--- src/rtl/rv32i_pkg.sv ---
// Shared types and constants for the instruction-memory loader.
// State encoding, error codes and default timeout live here.
package rv32i_pkg;

  typedef enum logic [2:0] {
    S_IDLE  = 3'd0,
    S_HDR0  = 3'd1,
    S_HDR1  = 3'd2,
    S_DATA  = 3'd3,
    S_WRITE = 3'd4,
    S_DONE  = 3'd5,
    S_ERR   = 3'd6
  } ld_state_e;

  localparam logic [1:0] ERR_NONE = 2'b00;
  localparam logic [1:0] ERR_ZERO = 2'b01;
  localparam logic [1:0] ERR_SIZE = 2'b10;
  localparam logic [1:0] ERR_TMO  = 2'b11;

  localparam logic [15:0] TIMEOUT_DEF = 16'd50000;

endpackage

--- src/rtl/byte_packer_rv32i.sv ---
// Little-endian byte-to-word packer with a 2-bit byte index.
// last_o flags the push that completes a word; word_o is valid then.
module byte_packer_rv32i (
  input  logic        clk_i,
  input  logic        rst_ni,
  input  logic        clear_i,
  input  logic        push_i,
  input  logic [7:0]  data_i,
  output logic [31:0] word_o,
  output logic        last_o
);

  logic [1:0]  idx_q, idx_d;
  logic [23:0] lo_q, lo_d;

  always_comb begin
    idx_d = idx_q;
    lo_d  = lo_q;
    if (clear_i) begin
      idx_d = 2'd0;
      lo_d  = 24'd0;
    end else if (push_i) begin
      idx_d = idx_q + 2'd1;
      case (idx_q)
        2'd0:    lo_d[7:0]   = data_i;
        2'd1:    lo_d[15:8]  = data_i;
        2'd2:    lo_d[23:16] = data_i;
        default: lo_d        = lo_q;
      endcase
    end
  end

  always_ff @(posedge clk_i) begin
    if (!rst_ni) begin
      idx_q <= 2'd0;
      lo_q  <= 24'd0;
    end else begin
      idx_q <= idx_d;
      lo_q  <= lo_d;
    end
  end

  assign word_o = {data_i, lo_q};
  assign last_o = push_i && (idx_q == 2'd3);

endmodule

--- src/rtl/imem_loader_rv32i.sv ---
// Streams a length-prefixed byte image into instruction memory
// and holds the CPU in reset until the image is complete.
module imem_loader_rv32i
  import rv32i_pkg::*;
#(
  parameter logic [31:0] BASE_ADDR   = 32'h0000_0000,
  parameter int          DEPTH_WORDS = 1024,
  parameter logic [15:0] TIMEOUT     = TIMEOUT_DEF
) (
  input  logic        clock,
  input  logic        reset,
  input  logic        start,
  input  logic        rx_valid,
  input  logic [7:0]  rx_data,
  output logic        rx_ready,
  output logic        imem_we,
  output logic [31:0] imem_waddr,
  output logic [31:0] imem_wdata,
  output logic        cpu_hold,
  output logic        busy,
  output logic        done,
  output logic        error,
  output logic [1:0]  err_code
);

  localparam logic [31:0] DEPTH_U = DEPTH_WORDS;

  ld_state_e   state_q;
  logic [31:0] waddr_q;
  logic [31:0] wdata_q;
  logic [15:0] n_q;
  logic [15:0] cnt_q;
  logic [15:0] idle_q;
  logic [1:0]  err_q;

  logic        idle_st;
  logic        acc;
  logic        tmo;
  logic [15:0] n_full;
  logic        pk_clear;
  logic        pk_push;
  logic        pk_last;
  logic [31:0] pk_word;

  assign idle_st  = (state_q == S_IDLE) || (state_q == S_DONE) ||
                    (state_q == S_ERR);
  assign rx_ready = (state_q == S_HDR0) || (state_q == S_HDR1) ||
                    (state_q == S_DATA);
  assign acc      = rx_valid && rx_ready;
  assign tmo      = (TIMEOUT != 16'd0) && (idle_q == TIMEOUT);
  assign n_full   = {rx_data, n_q[7:0]};
  assign pk_clear = idle_st && start;
  assign pk_push  = acc && (state_q == S_DATA);

  byte_packer_rv32i u_pack (
    .clk_i   (clock),
    .rst_ni  (reset),
    .clear_i (pk_clear),
    .push_i  (pk_push),
    .data_i  (rx_data),
    .word_o  (pk_word),
    .last_o  (pk_last)
  );

  always_ff @(posedge clock) begin
    if (!reset) begin
      state_q <= S_IDLE;
      waddr_q <= BASE_ADDR;
      wdata_q <= 32'd0;
      n_q     <= 16'd0;
      cnt_q   <= 16'd0;
      idle_q  <= 16'd0;
      err_q   <= ERR_NONE;
    end else begin
      unique case (state_q)
        S_IDLE, S_DONE, S_ERR: begin
          if (start) begin
            state_q <= S_HDR0;
            waddr_q <= BASE_ADDR;
            n_q     <= 16'd0;
            cnt_q   <= 16'd0;
            idle_q  <= 16'd0;
            err_q   <= ERR_NONE;
          end
        end
        S_HDR0: begin
          if (acc) begin
            n_q[7:0] <= rx_data;
            idle_q   <= 16'd0;
            state_q  <= S_HDR1;
          end else if (tmo) begin
            state_q <= S_ERR;
            err_q   <= ERR_TMO;
          end else begin
            idle_q <= idle_q + 16'd1;
          end
        end
        S_HDR1: begin
          if (acc) begin
            n_q[15:8] <= rx_data;
            idle_q    <= 16'd0;
            if (n_full == 16'd0) begin
              state_q <= S_ERR;
              err_q   <= ERR_ZERO;
            end else if ({16'd0, n_full} > DEPTH_U) begin
              state_q <= S_ERR;
              err_q   <= ERR_SIZE;
            end else begin
              state_q <= S_DATA;
            end
          end else if (tmo) begin
            state_q <= S_ERR;
            err_q   <= ERR_TMO;
          end else begin
            idle_q <= idle_q + 16'd1;
          end
        end
        S_DATA: begin
          if (acc) begin
            idle_q <= 16'd0;
            if (pk_last) begin
              wdata_q <= pk_word;
              state_q <= S_WRITE;
            end
          end else if (tmo) begin
            state_q <= S_ERR;
            err_q   <= ERR_TMO;
          end else begin
            idle_q <= idle_q + 16'd1;
          end
        end
        S_WRITE: begin
          waddr_q <= waddr_q + 32'd4;
          cnt_q   <= cnt_q + 16'd1;
          if (cnt_q + 16'd1 == n_q) state_q <= S_DONE;
          else                      state_q <= S_DATA;
        end
        default: state_q <= S_IDLE;
      endcase
    end
  end

  assign imem_we    = (state_q == S_WRITE);
  assign imem_waddr = waddr_q;
  assign imem_wdata = wdata_q;
  assign busy       = rx_ready || imem_we;
  assign done       = (state_q == S_DONE);
  assign error      = (state_q == S_ERR);
  assign cpu_hold   = (state_q != S_DONE);
  assign err_code   = err_q;

endmodule

--- config.mk ---
export PLATFORM = sky130hd
export DESIGN_NAME = imem_loader_rv32i
export DESIGN_NICKNAME = d
export VERILOG_FILES = /design/src/rtl/rv32i_pkg.sv /design/src/rtl/byte_packer_rv32i.sv /design/src/rtl/imem_loader_rv32i.sv
export SDC_FILE = /design/constraint.sdc
export NUM_CORES = 1
export LEC_CHECK = 0
export BUFFER_PORTS_ARGS = -buffer_cell sky130_fd_sc_hd__buf_2
export CORE_ASPECT_RATIO = 0.5
export CORE_UTILIZATION = 25
export CTS_BUF_LIST = sky130_fd_sc_hd__clkbuf_8
export DETAILED_ROUTE_END_ITERATION = 8
export HOLD_SLACK_MARGIN = 0.02
export SETUP_SLACK_MARGIN = 0.15
export SYNTH_ARGS = -nofsm -noshare
export SYNTH_HDL_FRONTEND = slang
export SYNTH_SLANG_ARGS = --single-unit
--- constraint.sdc ---
create_clock -name clock -period 5.14 [get_ports clock]
set_input_delay 1.028 -clock clock [delete_from_list [all_inputs] [get_ports clock]]
set_output_delay 1.028 -clock clock [all_outputs]
set_load 0.05 [all_outputs]
# Yosys cells after proc, flatten, opt, wreduce, memory -nomap -nowiden

Index checks and enable logic that the tools add are counted.

Bits in registers: 143
Latch bits: 0
Memory bits (writable): 0
Memory bits (read-only): 0
Input bits: 12
Output and inout port bits: 72
Logic and storage cells: 95
Memories: 0

Add/subtract/negate cells: 4
Multiply operators: 0
Divide/modulo/power cells: 0
$lt $le $gt $ge: 1
Equal/unequal tests: 19
Shifts and indexed selects: 0
Muxes and demuxes: 27
Bitwise gates (word level): 1
Reduce and logical (&&, ||, !) cells: 31

Operators by type and width:

| cell                                                  | count |
|---|---|
| case mux 16 bit (2 select lines)                      | 2 |
| case mux 32 bit (2 select lines)                      | 1 |
| two-way mux 16 bit                                    | 3 |
| adder 16 x 1 -> 16 bit (second input constant)        | 2 |
| adder 32 x 3 -> 32 bit (second input constant)        | 1 |
| two-way mux 32 bit                                    | 1 |
| case mux 8 bit (2 select lines)                       | 2 |
| two-way mux 3 bit                                     | 9 |
| == test 16 bit                                        | 1 |
| == test 16 bit (second input constant)                | 1 |
| > comparator 16 x 11 -> 1 bit (second input constant) | 1 |
| zero test 16 bit                                      | 1 |
| case mux 3 bit (5 select lines)                       | 1 |
| two-way mux 2 bit                                     | 6 |
| AND reduction 3 bit                                   | 4 |
| AND reduction 2 bit                                   | 5 |
| == test 3 bit (second input constant)                 | 3 |
| != test 3 bit (second input constant)                 | 3 |
| two-way mux 8 bit                                     | 1 |
| != test 2 bit (second input constant)                 | 4 |
| nonzero test 2 bit                                    | 4 |
| == test 3 x 2 -> 1 bit (second input constant)        | 2 |
| case mux 2 bit (3 select lines)                       | 1 |
| OR reduction 3 bit                                    | 2 |
| other kinds (13)                                      | 22 |

# Logic depth before layout (Yosys ltp)

Gate-level depths: netlist of the first run.

Depth after elaboration: 9
Mapped depth: 9
Depth with buffers taken out: 8

# By module

A second synthesis of the first run with hierarchy kept.

Cell total of the unflattened synthesis: 867
Area, all modules: 7412.1 um2

Modules (own cells, without submodules):

| module            | times used | cells an instance | area each (um2) | sequential area each (um2) |
|---|---|---|---|---|
| imem_loader_rv32i | 1          | 734               | 6004.5          | 2302.2 |
| byte_packer_rv32i | 1          | 133               | 1407.6          | 520.5 |

# Worst setup path before layout of the first run

Ideal clock, no wire load.

Path kind: flip-flop to output port
Start point: register state_q[0]
End point: output port imem_we
Data arrival time: 1.896 ns
Data required time: 4.112 ns
Setup slack: 2.216 ns
Stages on the path, launching flop included: 7
Buffers on the path: 4
Cells stage by stage: dfxtp_1 -> buf_6 -> or3b_1 -> buf_6 -> inv_1 -> clkbuf_1 -> buf_1

Longest elaborated chain between the ends: 1

Ends and longest elaborated chain:

| element                | RTL line                 | source |
|---|---|---|
| from (decl)            | imem_loader_rv32i.sv:28  | `ld_state_e state_q;` |
| from (signal assigned) | imem_loader_rv32i.sv:67  | `state_q <= S_IDLE;` |
| from (signal assigned) | imem_loader_rv32i.sv:78  | `state_q <= S_HDR0;` |
| from (signal assigned) | imem_loader_rv32i.sv:90  | `state_q <= S_HDR1;` |
| == test 3 bit          | imem_loader_rv32i.sv:143 | `assign imem_we = (state_q == S_WRITE);` |
| to (decl)              | imem_loader_rv32i.sv:16  | `output logic imem_we,` |

Every way passes these cells.

# Worst setup path after layout of the first run

Start point: register state_q[2]
End point: output port imem_we

Same word-level chain as after synthesis.

==> results.yml, run 1 <==
logic_synthesis:
  synthMuxAreaShare_pct: 0.931
  mappedNetlistArea_um2: 6720
  yosysWarnings: 0
  ys.flop_type: "dfxtp_1"
  yosysSeqAreaShare_pct: 42.0
  synth_fa_ha_area_share_pct: 1.49
  synth_top_family_by_area: "simple AND/OR/NAND/NOR gates"
  yosysUniqueCellTypes: 70
  syn-instance-count: 864
  synth_top_area_share_pct: 42.0
  postSynthAreaPerCell_um2: 7.77
  yosys-top-cells-area: "dfxtp_1 42%, a21oi_1 9.0%, nand2_1 8.3%, nand3_1 5.5%, xnor2_1 3.4%"
  synth_edf_count: 0
  synth-compound-area-share_pct: 17.7
  synth-simple-area-share_pct: 28.4
  synth_xor_area_share_pct: 4.82
  yosys.area.top_type: "dfxtp_1"
  synth-async-reset-ratio_pct: 0
  ys_ff_latch: 141
timing:
  rsz0062_at_grt: "false"
  fin_skew_ns: 0.0109
  finalSetupTns_ns: 0
  finalHoldViolCount: 0
  tightest_slew_ns: 1.11
  fmax_mhz: 272
  slew_viol_final: 0
  setup_viol: 0
  slew_headroom_pct: 25.5
  min_period_ns: 3.68
  min_period_over_period_pct: 71.6
  worst_hold_slack_ns: 0.456
floorplan:
  dieWidth_um: 234
  core_um2: 25800
  ioPinCount: 84
  num_rows: 41
  die-area_um2: 27600
  initial_core_util_pct: 26.0
  die_h_um: 118
status:
  status: "finished with violations"
  violations: "DRC"
finish:
  final_cell_mix: "148 x nand2_1, 141 x dfxtp_1, 121 x a21oi_1"
  multi_input_area_um2: 3600
  n_antenna_cell: 0
  final_common_cell: "nand2_1"
  nFillCells: 2757
  layout-drive-gt1-share_pct: 14.4
  seqCellArea_um2: 2820
  nets: 933
  area_growth_pct: 15.9
  design_area_um2: 7780
route:
  wirelength_um: 17900
  drtIter0Drc: 351
  top_layer_used: "met4"
  vias_per_cell: 4.91
  vias: 6226
  wl_met2_um: 8660
  drt-met1-wl_um: 8190
  dr.pass1.iters: 7
  routed-wl-met3_um: 852
  wl_per_cell_um: 14.1
  drcViolationCount: 3
  ant_nets: 0
clock_network:
  cts_resized: 0
  cts_hold_buf: 0
  clkTransAtPathRegs_ns: 0.08
  cts_buffer_depth: 2
  cts_sinks: 141
  clk_latency_ns: 0.44
  cts_made_buffers: 17
  root_buffer: "clkbuf_8"
  htree_levels: 4
  postCtsSetupRepairBufs: 0
  cts_tree: "yes"
worst_setup_path:
  worst_ep_required_time_ns: 4.11
  reg2regPathDepth: 5
  reg2reg_slack_ns: 1.89
  end_kind: "output pin"
  r2r_start: "state_q[1]"
  r2r_end: "u_pack.lo_q[9]"
  arrival_ns: 2.65
  critPathMaxFanout: 37
  path_class: "flip-flop to output pin"
  cp-start-kind: "flip-flop"
power_and_ir_drop:
  p_seq_share_pct: 46.8
  ir_drop_v: 0.000171
  clockPowerShare_pct: 39.0
  p_switching_mw: 0.729
  combPwrFrac_pct: 14.2
  p_leak_nw: 2.75
  switching_share_pct: 29.9
  p_int_mw: 1.71
  powerDensity_nw_per_um2: 314
global_route:
  gr-total-overflow: 0
  grt_use_total_pct: 13.2
  grt_pass1_wl_um: 29500
  grt_pass1_vias: 5821
  antenna_found_initial: 0
  grt_max_degree: 81
placement:
  place_congestion: 0.807
  hpwl_um: 12100
  io_buffers: 81
  place_area_um2: 7350
job:
  max_cap_violations: 0
min_path:
  whs_path_depth: 2
  hp-start: "imem_wdata[5]"
  holdPathEnd: "imem_wdata[5]"
  hp-class: "flip-flop to flip-flop"
cells by family after synthesis:
group	Yosys count
simple gates	391
compound gates	204
flops	141
buf+inv	76
xor+xnor	37
fa+ha+maj	8
mux	6
other cells	1
synth_stat cells (3+ instances only):
cell and number:
nand2_1 148, dfxtp_1 141, a21oi_1 121, nand3_1 74, nor2_1 51, clkbuf_1 45
o21ai_0 28, xnor2_1 26, nor3_1 24, inv_1 18, or3_1 17, nand4_1 11
nor4_1 11, xor2_1 11, a31oi_1 9, ha_1 8, nand2b_1 6, and2_1 5
and3_1 5, nand3b_1 5, nor4b_1 5, o211ai_1 5, or2_2 5, buf_1 4
mux2i_1 4, o21a_1 4, o31ai_1 4, or4_1 4, and4_1 3, buf_2 3
nor2b_1 3, o211a_1 3
power by group through the flow:
| stage | clock [mW] | combinational (mW) | sequential, mW |
|---|---|---|---|
| after global routing | 1.03 | 0.382 | 1.15 |
| after floorplan | 0 | 0.282 | 1.15 |
| after detailed placement | 0 | 0.345 | 1.17 |
| after global placement | 0 | 0.339 | 1.17 |
| final | 0.951 | 0.347 | 1.14 |
| after CTS | 0.979 | 0.346 | 1.14 |
metal layers:
layer	vias to the layer above	track usage (%)
met5	-	0
met4	0	3.98
met3	15	3.05
met2	125	22.2
met1	2942	16.6
li1	3144	-
critical path, stage by stage, from the launching register on:
cell and delay (ns):
dfxtp_1 0.60, or3b_1 0.38, buf_4 0.25, inv_1 0.57
buf_2 0.39
cell type report:
type                       count  area share [%]
clock buffer                  19            3.36
clock inverter                12            2.06
inverter                      20           0.965
multi-input combinational    648            46.2
sequential                   141            36.3
tap                          344            5.53
timing repair buffer          85            5.60
registers in the layout, summed over array words and instances, names as in the netlist:
register	cells
u_pack.lo_q	24
err_code	2
u_pack.idx_q	2
cnt_q	16
idle_q	16
state_q	3
n_q	16
imem_waddr	30
imem_wdata	32
how the worst max path moves through the flow:
stage,from,end,slack [ns],depth (start not counted)
2_1_floorplan,state_q[0],imem_we,2.22,6
3_3_place_gp,start,imem_waddr[23],1.95,4
3_5_place_dp,start,u_pack.lo_q[9],1.81,4
4_1_cts,state_q[2],imem_we,1.47,4
5_1_grt,state_q[2],imem_we,1.28,4
6_report,state_q[2],imem_we,1.46,4
stage by stage:
stage                     cells  util [%]  setup WS (ns)  power, mW
final                      1269      30.2           1.46       2.44
after global routing       1269      30.2           1.28       2.56
after CTS                  1269      30.1           1.47       2.47
after detailed placement   1238      28.5           1.81       1.51
after global placement     1238      28.5           1.95       1.51
after floorplan             865         -           2.22       1.43
Note: power is estimated with default switching activity, not from simulation.
==> inputs of run 2 (changes only) <==
--- a/config.mk
+++ b/config.mk
@@ -5,6 +5,7 @@
 export SDC_FILE = /design/constraint.sdc
 export NUM_CORES = 1
 export LEC_CHECK = 0
+export ABC_AREA = 1
 export BUFFER_PORTS_ARGS = -buffer_cell sky130_fd_sc_hd__buf_2
 export CORE_ASPECT_RATIO = 0.5
 export CORE_UTILIZATION = 25
==> constraint.sdc (replaced) <==
create_clock -name clock -period 3.8 [get_ports clock]
set_input_delay 0.76 -clock clock [delete_from_list [all_inputs] [get_ports clock]]
set_output_delay 0.76 -clock clock [all_outputs]
set_load 0.05 [all_outputs]
==> run 2 against run 1 <==
Critical endpoint unchanged. Largest cell class unchanged. Clock-buffer cell count shrank 2. Setup slack worse by 0.48 ns. Synthesized area up 4.9%. Highest routed layer unchanged. Synthesized cell count increased by 20%. The flow now finishes without violations.
==> results.yml, run 2 <==
timing:
  fmax_mhz: 354
  finalSetupTns_ns: 0
  rsz0062_at_grt: "false"
  slew_headroom_pct: 34.7
  slew_viol_final: 0
  fin_skew_ns: 0.0145
  tightest_slew_ns: 0.978
  finalHoldViolCount: 0
  setup_viol: 0
  min_period_over_period_pct: 74.3
  min_period_ns: 2.82
logic_synthesis:
  synth_most_common_cell: "nand2_1"
  ys.flop_type: "dfxtp_1"
  synth_edf_count: 0
  yosysWarnings: 0
  syn-instance-count: 1035
  yosys.area.top_type: "dfxtp_1"
  synth_top_area_share_pct: 40.1
  synth-async-reset-ratio_pct: 0
  yosys-top-cells-area: "dfxtp_1 40%, nand2_1 13%, a21oi_1 7.0%, nor2_1 5.9%, nand3_1 5.8%"
  ys_ff_latch: 141
  postSynthAreaPerCell_um2: 6.81
  yosysSeqAreaShare_pct: 40.1
  mappedNetlistArea_um2: 7040
  synth_common_cells: "247 x nand2_1, 141 x dfxtp_1, 111 x nor2_1"
  yosysUniqueCellTypes: 43
route:
  dr.pass1.iters: 5
  drcViolationCount: 0
  drtIter0Drc: 597
  wirelength_um: 19300
  ant_nets: 0
  vias_per_cell: 4.48
  vias: 6708
  wl_per_cell_um: 12.9
finish:
  final_cell_mix: "247 x nand2_1, 141 x dfxtp_1, 111 x nor2_1"
  final_common_cell: "nand2_1"
  nets: 1123
  nFillCells: 3033
  largest_register_ffs: 32
  layout-drive-gt1-share_pct: 16.1
  n_antenna_cell: 0
  area_growth_pct: 16.8
floorplan:
  die-area_um2: 28900
  initial_core_util_pct: 25.4
  core_um2: 27700
  dieWidth_um: 239
  num_rows: 43
  die_h_um: 121
  ioPinCount: 84
power_and_ir_drop:
  p_leak_nw: 3.28
  total_power_mw: 3.96
  powerDensity_nw_per_um2: 481
  ir_drop_v: 0.000244
worst_setup_path:
  critPathMaxFanout: 12
  path_class: "flip-flop to output pin"
  arrival_ns: 2.06
  end_kind: "output pin"
  cp-start-kind: "flip-flop"
  worst_ep_required_time_ns: 3.04
min_path:
  hp-class: "flip-flop to flip-flop"
clock_network:
  cts_sinks: 141
  htree_levels: 4
  cts_made_buffers: 17
  cts_hold_buf: 0
  root_buffer: "clkbuf_8"
  cts_buffer_depth: 2
  cts_resized: 0
  cts_tree: "yes"
  clkTransAtPathRegs_ns: 0.09
  clk_latency_ns: 0.46
  postCtsSetupRepairBufs: 0
global_route:
  antenna_found_initial: 0
  grt_pass1_wl_um: 31300
  grt_pass1_vias: 6044
  grt_use_total_pct: 13.6
  gr-total-overflow: 0
  grt_max_degree: 52
placement:
  place_congestion: 0.837
  hpwl_um: 13700
  io_buffers: 81
status:
  status: "completed"
job:
  max_cap_violations: 0
==> run 2: cell types whose count changed after synthesis, sizes merged, moves of 14 or more <==
cell | previous run | this run
a21oi | 121 | 101
nor2 | 51 | 136
a211oi | 2 | 17
o21ai | 28 | 66
xnor2 | 26 | 2
or3 | 18 | 0
nand4 | 11 | 25
clkbuf | 45 | 16
nand2 | 148 | 260
inv | 19 | 109
==> run 2: final cells by class <==
class,instances,area (um2),share of cell area (%)
repair buffers,87,450,5.47
clock buffers,17,234,2.84
flip-flops and latches,141,2820,34.3
well taps,382,478,5.81
multi-input cells,746,3630,44.1
clock inverters,15,199,2.42
inverters,110,415,5.05
==> run 2: final timing paths <==
check | start | end | slack [ns] | depth (start not counted)
hold reg to reg | u_pack.lo_q[23] | u_pack.lo_q[23] | 0.47 | 2
setup / recovery | state_q[2] | imem_we | 0.98 | 3
setup reg to reg | state_q[2] | imem_waddr[21] | 1.25 | 8
hold / removal | u_pack.lo_q[23] | u_pack.lo_q[23] | 0.47 | 2
==> run 2: routing by layer <==
| layer | vias to the layer above | routed length, um | GRT usage, % |
|---|---|---|---|
| met3 | 26 | 787 | 2.60 |
| met1 | 3014 | 9480 | 18.4 |
| met2 | 126 | 8730 | 21.2 |
| met4 | 0 | 276 | 5.29 |
| li1 | 3542 | - | - |
| met5 | - | 0 | 0 |
==> run 2: critical path, stage by stage (launching register included) <==
cell,delay [ns]
dfxtp_1,0.56
nand2_1,0.26
inv_1,0.43
buf_2,0.35
==> run 2: per-stage QoR <==
stage | std cells | instance area, um2 | util (%) | worst slack, ns | hold WS [ns]
after floorplan | 1036 | 7050 | - | 1.36 | 0.441
after global placement | 1466 | 7790 | 28.1 | 1.35 | 0.452
after detailed placement | 1466 | 7790 | 28.1 | 1.26 | 0.454
after CTS | 1498 | 8230 | 29.7 | 0.963 | 0.466
after global routing | 1498 | 8230 | 29.7 | 0.844 | 0.476
final | 1498 | 8230 | 29.7 | 0.978 | 0.465
==> run 2: kinds of logic after synthesis <==
kind of cell,count (synthesis),share of synthesized area (%)
compound gates,201,15.6
fa+ha+maj,8,1.42
simple gates,530,33.7
flops,141,40.1
xor+xnor,5,0.622
other cells,1,0.0532
buf+inv,149,8.47
==> run 2: where the power goes <==
part	internal [mW]	switching (mW)	total, mW
Sequential	1.56	0.0681	1.63
Clock	0.674	0.671	1.35
Combinational	0.262	0.719	0.981
